**config.mk**
```make
export PLATFORM = sky130hd
export DESIGN_NAME = seq_pattern_tx
export DESIGN_NICKNAME = d
export VERILOG_FILES = /design/src/rtl/seq_pattern_tx.sv
export SDC_FILE = /design/constraint.sdc
export NUM_CORES = 1
export LEC_CHECK = 0
export CORE_MARGIN = 5
export CORE_UTILIZATION = 30
export DETAILED_ROUTE_END_ITERATION = 10
export PLACE_DENSITY = 0.62
export SYNTH_ARGS = -nofsm -noshare
export SYNTH_HDL_FRONTEND = slang
export SYNTH_SLANG_ARGS = --single-unit
```
**constraint.sdc**
```tcl
create_clock -name CLOCK -period 4.5 [get_ports CLOCK]
set_input_delay 0.675 -clock CLOCK [delete_from_list [all_inputs] [get_ports CLOCK]]
set_output_delay 0.675 -clock CLOCK [all_outputs]
set_load 0.005 [all_outputs]
```
**src/rtl/seq_pattern_tx.sv**
```systemverilog
// seq_pattern_tx
// ----------------------------------------------------------------------------
// Serial pattern transmitter. A parallel word is accepted over a valid/ready
// load interface and shifted out MSB-first, one bit per clock, over a
// programmable length. A fixed idle gap is inserted after each frame and the
// shifting can be paused with HOLD. Intended to drive the serial input of the
// Mealy sequence detectors, in-system or as a bench stimulus source.
//
// Optional feature (compile-time macro SEQ_PATTERN_TX_PARITY_EN):
//   when defined, an even-parity bit (XOR of the L data bits sent) follows
//   the last data bit, is held by HOLD like data, and DONE moves to the cycle
//   after the parity bit. When undefined the frame is exactly L bits.
//
// Parameters:
//   WIDTH       maximum frame length in bits (2..32)
//   GAP_CYCLES  idle cycles inserted after each frame (0..15)
//   IDLE_LEVEL  value driven on OUT when no frame bit is being sent
//
// Ports:
//   CLOCK       in   system clock, all logic on the rising edge
//   RESET       in   synchronous reset, active-low
//   LOAD_VALID  in   frame request valid
//   LOAD_READY  out  block can accept a frame (only in IDLE)
//   LOAD_DATA   in   frame bits; bit L-1 is sent first
//   LOAD_LEN    in   bits to send; 0 or >WIDTH selects WIDTH
//   HOLD        in   pause shifting while high (no effect outside a frame)
//   OUT         out  serial data (registered)
//   OUT_VALID   out  OUT carries a frame bit (registered)
//   BUSY        out  block is not idle
//   DONE        out  one-cycle pulse on the first cycle after the frame
// ----------------------------------------------------------------------------
module seq_pattern_tx #(
    parameter int unsigned WIDTH      = 8,
    parameter int unsigned GAP_CYCLES = 1,
    parameter bit          IDLE_LEVEL = 1'b0
) (
    input  logic                       CLOCK,
    input  logic                       RESET,
    input  logic                       LOAD_VALID,
    output logic                       LOAD_READY,
    input  logic [WIDTH-1:0]           LOAD_DATA,
    input  logic [$clog2(WIDTH+1)-1:0] LOAD_LEN,
    input  logic                       HOLD,
    output logic                       OUT,
    output logic                       OUT_VALID,
    output logic                       BUSY,
    output logic                       DONE
);

    localparam int unsigned LenW = $clog2(WIDTH + 1);
    localparam int unsigned IdxW = $clog2(WIDTH);
    localparam int unsigned GapW = 4;

    // The gap counter counts down to zero, so it is loaded with one less than
    // the number of gap cycles. Only used when GAP_CYCLES > 0.
    localparam logic [GapW-1:0] GapLast =
        (GAP_CYCLES > 0) ? GapW'(GAP_CYCLES - 1) : '0;

`ifdef SEQ_PATTERN_TX_PARITY_EN
    typedef enum logic [1:0] {StIdle, StShift, StGap, StParity} state_e;
`else
    typedef enum logic [1:0] {StIdle, StShift, StGap} state_e;
`endif

    state_e            state_q, state_d;
    logic [WIDTH-1:0]  data_q,  data_d;
    logic [IdxW-1:0]   idx_q,   idx_d;    // index of the bit currently on OUT
    logic [GapW-1:0]   gap_q,   gap_d;
    logic              out_q,   out_d;
    logic              ov_q,    ov_d;
    logic              done_q,  done_d;
    // Low for the cycle following any reset edge so LOAD_READY only rises
    // after the first edge with RESET released.
    logic              ren_q,   ren_d;
`ifdef SEQ_PATTERN_TX_PARITY_EN
    logic              par_q,   par_d;
    logic [WIDTH-1:0]  len_mask;
`endif

    logic [LenW-1:0]   len_eff;
    logic [IdxW-1:0]   first_idx;
    logic              accept;
    logic              frame_end;

    // Effective length: out-of-range requests fall back to a full-width frame.
    always_comb begin
        if (LOAD_LEN == '0 || 32'(LOAD_LEN) > WIDTH) begin
            len_eff = LenW'(WIDTH);
        end else begin
            len_eff = LOAD_LEN;
        end
        first_idx = IdxW'(len_eff - LenW'(1));
    end

`ifdef SEQ_PATTERN_TX_PARITY_EN
    // Selects the L low bits that will actually be sent, for the parity bit.
    always_comb begin
        len_mask = '0;
        for (int i = 0; i < WIDTH; i++) begin
            len_mask[i] = (i < int'(len_eff));
        end
    end
`endif

    assign LOAD_READY = (state_q == StIdle) && ren_q;
    assign accept     = LOAD_VALID && LOAD_READY;

    // Next-state and registered-output logic.
    always_comb begin
        state_d   = state_q;
        data_d    = data_q;
        idx_d     = idx_q;
        gap_d     = gap_q;
        out_d     = out_q;
        ov_d      = ov_q;
        done_d    = 1'b0;
        ren_d     = 1'b1;
        frame_end = 1'b0;
`ifdef SEQ_PATTERN_TX_PARITY_EN
        par_d     = par_q;
`endif

        unique case (state_q)
            StIdle: begin
                if (accept) begin
                    data_d  = LOAD_DATA;
                    idx_d   = first_idx;
                    out_d   = LOAD_DATA[first_idx];
                    ov_d    = 1'b1;
                    state_d = StShift;
`ifdef SEQ_PATTERN_TX_PARITY_EN
                    par_d   = ^(LOAD_DATA & len_mask);
`endif
                end
            end

            StShift: begin
                if (!HOLD) begin
                    if (idx_q == '0) begin
`ifdef SEQ_PATTERN_TX_PARITY_EN
                        state_d = StParity;
                        out_d   = par_q;
                        ov_d    = 1'b1;
`else
                        frame_end = 1'b1;
`endif
                    end else begin
                        idx_d = idx_q - IdxW'(1);
                        out_d = data_q[idx_q - IdxW'(1)];
                    end
                end
            end

`ifdef SEQ_PATTERN_TX_PARITY_EN
            StParity: begin
                if (!HOLD) begin
                    frame_end = 1'b1;
                end
            end
`endif

            StGap: begin
                if (gap_q == '0) begin
                    state_d = StIdle;
                end else begin
                    gap_d = gap_q - GapW'(1);
                end
            end

            default: begin
                state_d = StIdle;
                out_d   = IDLE_LEVEL;
                ov_d    = 1'b0;
            end
        endcase

        // Last bit consumed: drop to the idle level, pulse DONE and either
        // insert the gap or become ready again straight away.
        if (frame_end) begin
            out_d  = IDLE_LEVEL;
            ov_d   = 1'b0;
            done_d = 1'b1;
            if (GAP_CYCLES > 0) begin
                state_d = StGap;
                gap_d   = GapLast;
            end else begin
                state_d = StIdle;
            end
        end
    end

    always_ff @(posedge CLOCK) begin
        if (!RESET) begin
            state_q <= StIdle;
            data_q  <= '0;
            idx_q   <= '0;
            gap_q   <= '0;
            out_q   <= IDLE_LEVEL;
            ov_q    <= 1'b0;
            done_q  <= 1'b0;
            ren_q   <= 1'b0;
`ifdef SEQ_PATTERN_TX_PARITY_EN
            par_q   <= 1'b0;
`endif
        end else begin
            state_q <= state_d;
            data_q  <= data_d;
            idx_q   <= idx_d;
            gap_q   <= gap_d;
            out_q   <= out_d;
            ov_q    <= ov_d;
            done_q  <= done_d;
            ren_q   <= ren_d;
`ifdef SEQ_PATTERN_TX_PARITY_EN
            par_q   <= par_d;
`endif
        end
    end

    assign OUT       = out_q;
    assign OUT_VALID = ov_q;
    assign DONE      = done_q;
    assign BUSY      = (state_q != StIdle);

endmodule

```
==> results.yml, run 1 <==
setup_path:
  cp.required_ns: 3.83
  reg2reg_from: "idx_q[0]"
  cp_slowest_stage_delay_ns: 0.51
  crit_family: "buffers and inverters"
  crit_path_start: "state_q[0]"
  crit_slowest_cell: "clkdlybuf4s50_1"
  arrival_ns: 1.70
  cp-end-kind: "output pin"
  worst-path-buf-inv: 2
  crit_fanout: 8
  cp-start-kind: "flip-flop"
  cp.depth: 4
  criticalPathCategory: "reg2out"
  r2r.worst_path.cells: 6
  worstReg2RegEnd: "OUT"
  rrSetupSlack_ns: 2.52
  crit_chain: "inv_1 -> ha_1 -> and2_1 -> clkdlybuf4s50_1"
sta:
  max_freq_ghz: 0.421
  fin_crit_sh_pct: 52.8
  slew_headroom_pct: 66.7
  tightest_slew_ns: 0.498
  tns_ns: 0
  rsz0062_at_grt: "false"
  holdWs_ns: 0.465
  fin_worst_skew_ns: 0.00322
  finalMaxSlewViolations: 0
  fin_crit_ns: 2.38
  setup_violations: 0
  hold_violations: 0
global_route:
  grt_max_degree: 16
  antenna_found_initial: 0
  grt_pass1_vias: 1007
  grt_pass1_wl_um: 4260
  grt_usage_pct: 10.2
  grt.overflow.total: 0
yosys:
  yosys.area.top_type_share_pct: 36.5
  seq_area_frac_synth_pct: 36.5
  ys_ff_latch: 21
  postSynthCellCount: 133
  yosys-top-cells-count: "nand2_1 (23), dfxtp_1 (21), a21boi_0 (9)"
  synth_nets: 156
  synth_area_leaders: "dfxtp_1 (37%), ha_1 (7.6%), nand2_1 (7.5%), a21boi_0 (5.9%), mux2i_1 (4.3%)"
  synth-warning-count: 0
  synth-edff-count: 0
  synth_area_mm2: 0.00115
  synth.avg_cell_area_um2: 8.65
  synth.most_common_cell: "nand2_1"
  ys_types: 33
  ys.flop_type: "dfxtp_1"
  synth_async_sr_flop_share_pct: 0
  yosys.area.top_type: "dfxtp_1"
clock_tree:
  h-tree-depth: 1
  cts.sink_count: 21
  cts_tree: "built"
  cts_buffers: 3
  post_cts_buffers: 0
  clock_latency_ns: 0.26
  ctsResizeCount: 0
  root_buffer: "clkbuf_8"
  clk_pin_slew_worst_paths_ns: 0.07
  cts_hold_buf: 0
  clockBufferDepth: 2
drt:
  wl_per_cell_um: 12.3
  vias: 963
  first_iter_violations: 47
  viasPerCell: 4.79
  first_pass_iters: 4
  drt-total-wl_um: 2480
  postRouteAntennaNets: 0
  drc: 0
floorplanning:
  row_count: 22
  die_h_um: 71.9
  die_w_um: 71.9
  die-area_mm2: 0.00518
  initial_core_util_pct: 31.2
  pin_count: 21
  coreArea_mm2: 0.00369
finish:
  final_nets: 177
  drive_gt1_share_pct: 5.23
  fillers: 411
  antenna_cells: 0
  area.growth.synth_to_final_pct: 24.9
  utilization_pct: 39.0
status:
  status: "completed"
place:
  place_congestion: 0.815
  port_buffers: 20
  dp_hpwl_um: 1930
power:
  p_total_uw: 444
  pwr_density_cell_mw_per_mm2: 309
  leakagePower_nw: 0.520
  irDropWorstVdd_v: 0.000142
hold_path:
  hold_start: "data_q[5]"
  hold_depth: 2
  holdPathEnd: "data_q[5]"
  hp-class: "reg2reg"
flow_run:
  cap_viol_max_count: 0
==> flip-flops by register name (all words and copies together) (netlist names) <==
| name | count |
|---|---|
| state_q | 2 |
| OUT | 1 |
| OUT_VALID | 1 |
| ren_q | 1 |
| DONE | 1 |
| data_q | 8 |
| idx_q | 3 |
| gap_q | 4 |
==> cells in the final DEF (no fill, tap or decap), drive strengths merged, types with 2 or more instances in the layout <==
master         count
inv                8
a21boi            10
a21oi              5
xor2               2
a211oi             3
mux2i              5
xnor2              3
nand2             23
clkbuf             4
mux4               2
o21ai              7
nand2b             4
nor2               7
o22ai              3
nor2b              6
and2               2
dfxtp             21
clkdlybuf4s50     20
ha                 7
o21a               2
and3               2
==> through the flow <==
step | cell area [um2] | setup WS (ns) | std cells
after global placement | 1390 | 2.06 | 197
after global routing | 1440 | 2.03 | 201
after detailed placement | 1390 | 1.96 | 197
final | 1440 | 2.12 | 201
after floorplan | 1150 | 2.60 | 133
after CTS | 1440 | 2.10 | 201
==> worst register-to-register path, delay by kind of cell (launching register included) <==
kind                       cells  cell delay [ns]
muxes                          1             0.51
DFF                            1             0.45
adders and majority gates      1             0.38
AOI/OAI and AO/OA              2             0.22
and+or+nand+nor                1             0.17
buffers and inverters          1             0.12
==> logic make-up (layout without fill, tap and decap cells) <==
family,after synthesis,in the layout,synth area share (%)
simple gates,48,48,20.5
compound gates,33,33,19.0
xor+xnor,5,5,3.81
mux,7,7,8.26
fa+ha+maj,7,7,7.61
buf+inv,12,32,4.24
flops,21,21,36.5
==> layout make-up <==
class                           count  area [um2]  area share, %
Tap cell                           48        60.1           4.18
Multi-Input combinational cell    100         682           47.4
Timing Repair Buffer               20         200           13.9
Sequential cell                    21         420           29.2
Inverter                            8        30.0           2.09
Clock buffer                        4        45.0           3.13
==> per-layer routing <==
layer  global-route usage (%)  routed length (um)
met1                     12.1                1150
met2                     18.0                1210
met3                     3.19                 116
met4                     2.51                   9
met5                        0                   0
==> report_power, final <==
group | leakage, nW | switching [mW] | internal, mW
combinational | 0.326 | 0.0545 | 0.0606
clock | 0.0228 | 0.0588 | 0.0630
sequential | 0.171 | 0.00873 | 0.198
total | 0.520 | 0.122 | 0.322
==> how the worst max path moves through the flow <==
| stage | endpoint | slack [ns] |
|---|---|---|
| final | LOAD_READY | 2.12 |
| after global routing | LOAD_READY | 2.03 |
| after CTS | LOAD_READY | 2.10 |
| after detailed placement | OUT | 1.96 |
| after global placement | OUT | 2.06 |
| after floorplan | OUT | 2.60 |
Note: power is estimated with default switching activity, not from simulation.
==> run 2, diff against run 1 <==
==> constraint.sdc (replaced) <==
create_clock -name CLOCK -period 2.2 [get_ports CLOCK]
set_input_delay 0.33 -clock CLOCK [delete_from_list [all_inputs] [get_ports CLOCK]]
set_output_delay 0.33 -clock CLOCK [all_outputs]
set_load 0.005 [all_outputs]
==> run 2 against run 1 <==
  * Register-to-register slack worse by 2.1 ns
  * Clock power grew 110%
  * Clock skew fell by 0.0013 ns
  * Flip-flop and latch count did not move
  * Combinational power grew 120%
  * Cell count grew 2.0%
  * Global-route usage up 0.54 points
  * Critical path depth unchanged
  * Setup slack got worse by 2.0 ns
  * Power up 110%
  * Non-clock buffer count is 4 higher
  * Highest routed layer unchanged
==> results.yml, run 2 (synthesis gave the netlist of run 1 again) <==
sta:
  tightest_slew_ns: 0.457
  fin_worst_skew_ns: 0.00188
  max_freq_ghz: 0.492
  rsz0062_at_grt: "false"
  holdWs_ns: 0.466
  setup_slack_ns: 0.168
  fin_crit_sh_pct: 92.4
  fin_crit_ns: 2.03
  tns_ns: 0
  hold_violations: 0
  finalMaxSlewViolations: 0
  slew_headroom_pct: 69.5
  setup_violations: 0
power:
  leakagePower_nw: 0.542
  pwr_density_cell_mw_per_mm2: 628
  irDropWorstVdd_v: 0.000276
  p_total_uw: 922
drt:
  vias: 995
  first_iter_violations: 45
  drt-total-wl_um: 2530
  viasPerCell: 4.85
  postRouteAntennaNets: 0
  drc: 0
  first_pass_iters: 4
  wl_per_cell_um: 12.3
finish:
  final_cell_mix: "nand2_1 (23), dfxtp_1 (21), clkdlybuf4s50_1 (20)"
  antenna_cells: 0
  multi_input_area_um2: 682
  fillers: 410
  postLayoutCellArea_mm2: 0.00147
  reg_top3: "data_q (8), gap_q (4), idx_q (3)"
  regMostFlops: "data_q"
  area.growth.synth_to_final_pct: 27.6
  regArea_um2: 420
  final_common_cell: "nand2_1"
  drive_gt1_share_pct: 8.28
  final_nets: 181
  largest_reg_flops: 8
floorplanning:
  coreArea_mm2: 0.00369
  pin_count: 21
  initial_core_util_pct: 31.2
  die-area_mm2: 0.00518
  die_h_um: 71.9
  die_w_um: 71.9
  row_count: 22
clock_tree:
  clk_pin_slew_worst_paths_ns: 0.08
  clockBufferDepth: 2
  cts.sink_count: 21
  root_buffer: "clkbuf_8"
  post_cts_buffers: 0
  cts_hold_buf: 0
  h-tree-depth: 1
  ctsResizeCount: 0
  cts_buffers: 3
  clock_latency_ns: 0.26
  cts_tree: "built"
place:
  place_congestion: 0.829
  port_buffers: 20
  preCtsSetupSlack_ns: 0.00568
  placed_area_mm2: 0.00142
  dp_hpwl_um: 2050
setup_path:
  cp.required_ns: 1.87
  criticalPathCategory: "reg2out"
  cp-end-kind: "output pin"
  crit_fanout: 8
  cp-start-kind: "flip-flop"
  arrival_ns: 1.70
  rrSetupSlack_ns: 0.39
status:
  status: "completed"
global_route:
  grt_pass1_vias: 1003
  grtUsageMet1_pct: 12.0
  grt.overflow.total: 0
  grt_pass1_wl_um: 4350
  grt_use_met2_pct: 19.3
  grt_usage_pct: 10.8
  gr-usage-met3_pct: 3.74
  busiest_layer: "met2"
  antenna_found_initial: 0
  grt_max_degree: 14
flow_run:
  cap_viol_max_count: 0
hold_path:
  hp-class: "reg2reg"
run 2: cell count changes in the layout (fill, tap and decap cells not counted):
cell / change
buf_4: +4
clkbuf_1: -1
clkinv_2: +1
run 2: area by class of cell:
class                   count  area share, %
clock buffers               3           2.81
inverters                   8           2.04
repair buffers             24           15.7
clock inverters             1          0.341
multi-input cells         100           46.4
well taps                  48           4.09
flip-flops and latches     21           28.6
run 2: stage by stage:
stage	instances	util (%)
floorplan	133	-
global placement	201	38.6
detailed placement	201	38.6
CTS	205	39.8
global route	205	39.8
finish	205	39.8
run 2: critical path, stage by stage, from the launching register on:
cell and delay [ns]:
dfxtp_1 0.32, inv_1 0.09, ha_1 0.33, and2_1 0.20, clkdlybuf4s50_1 0.51
run 2: metal layers:
layer,wire [um],up-vias
met5,0,-
met4,21,0
met2,1260,24
met3,147,4
met1,1110,471
li1,-,496
run 2: final timing paths:
path / to / from / cells after the start
hold reg to reg: data_q[3] / data_q[3] / 2
hold / removal: data_q[3] / data_q[3] / 2
setup / recovery: LOAD_READY / state_q[1] / 4
setup reg to reg: OUT / idx_q[0] / 6
run 2: report_power, final:
group | switching (mW) | total, mW | internal (mW)
logic | 0.117 | 0.249 | 0.132
registers | 0.0143 | 0.419 | 0.405
clock network | 0.128 | 0.254 | 0.126
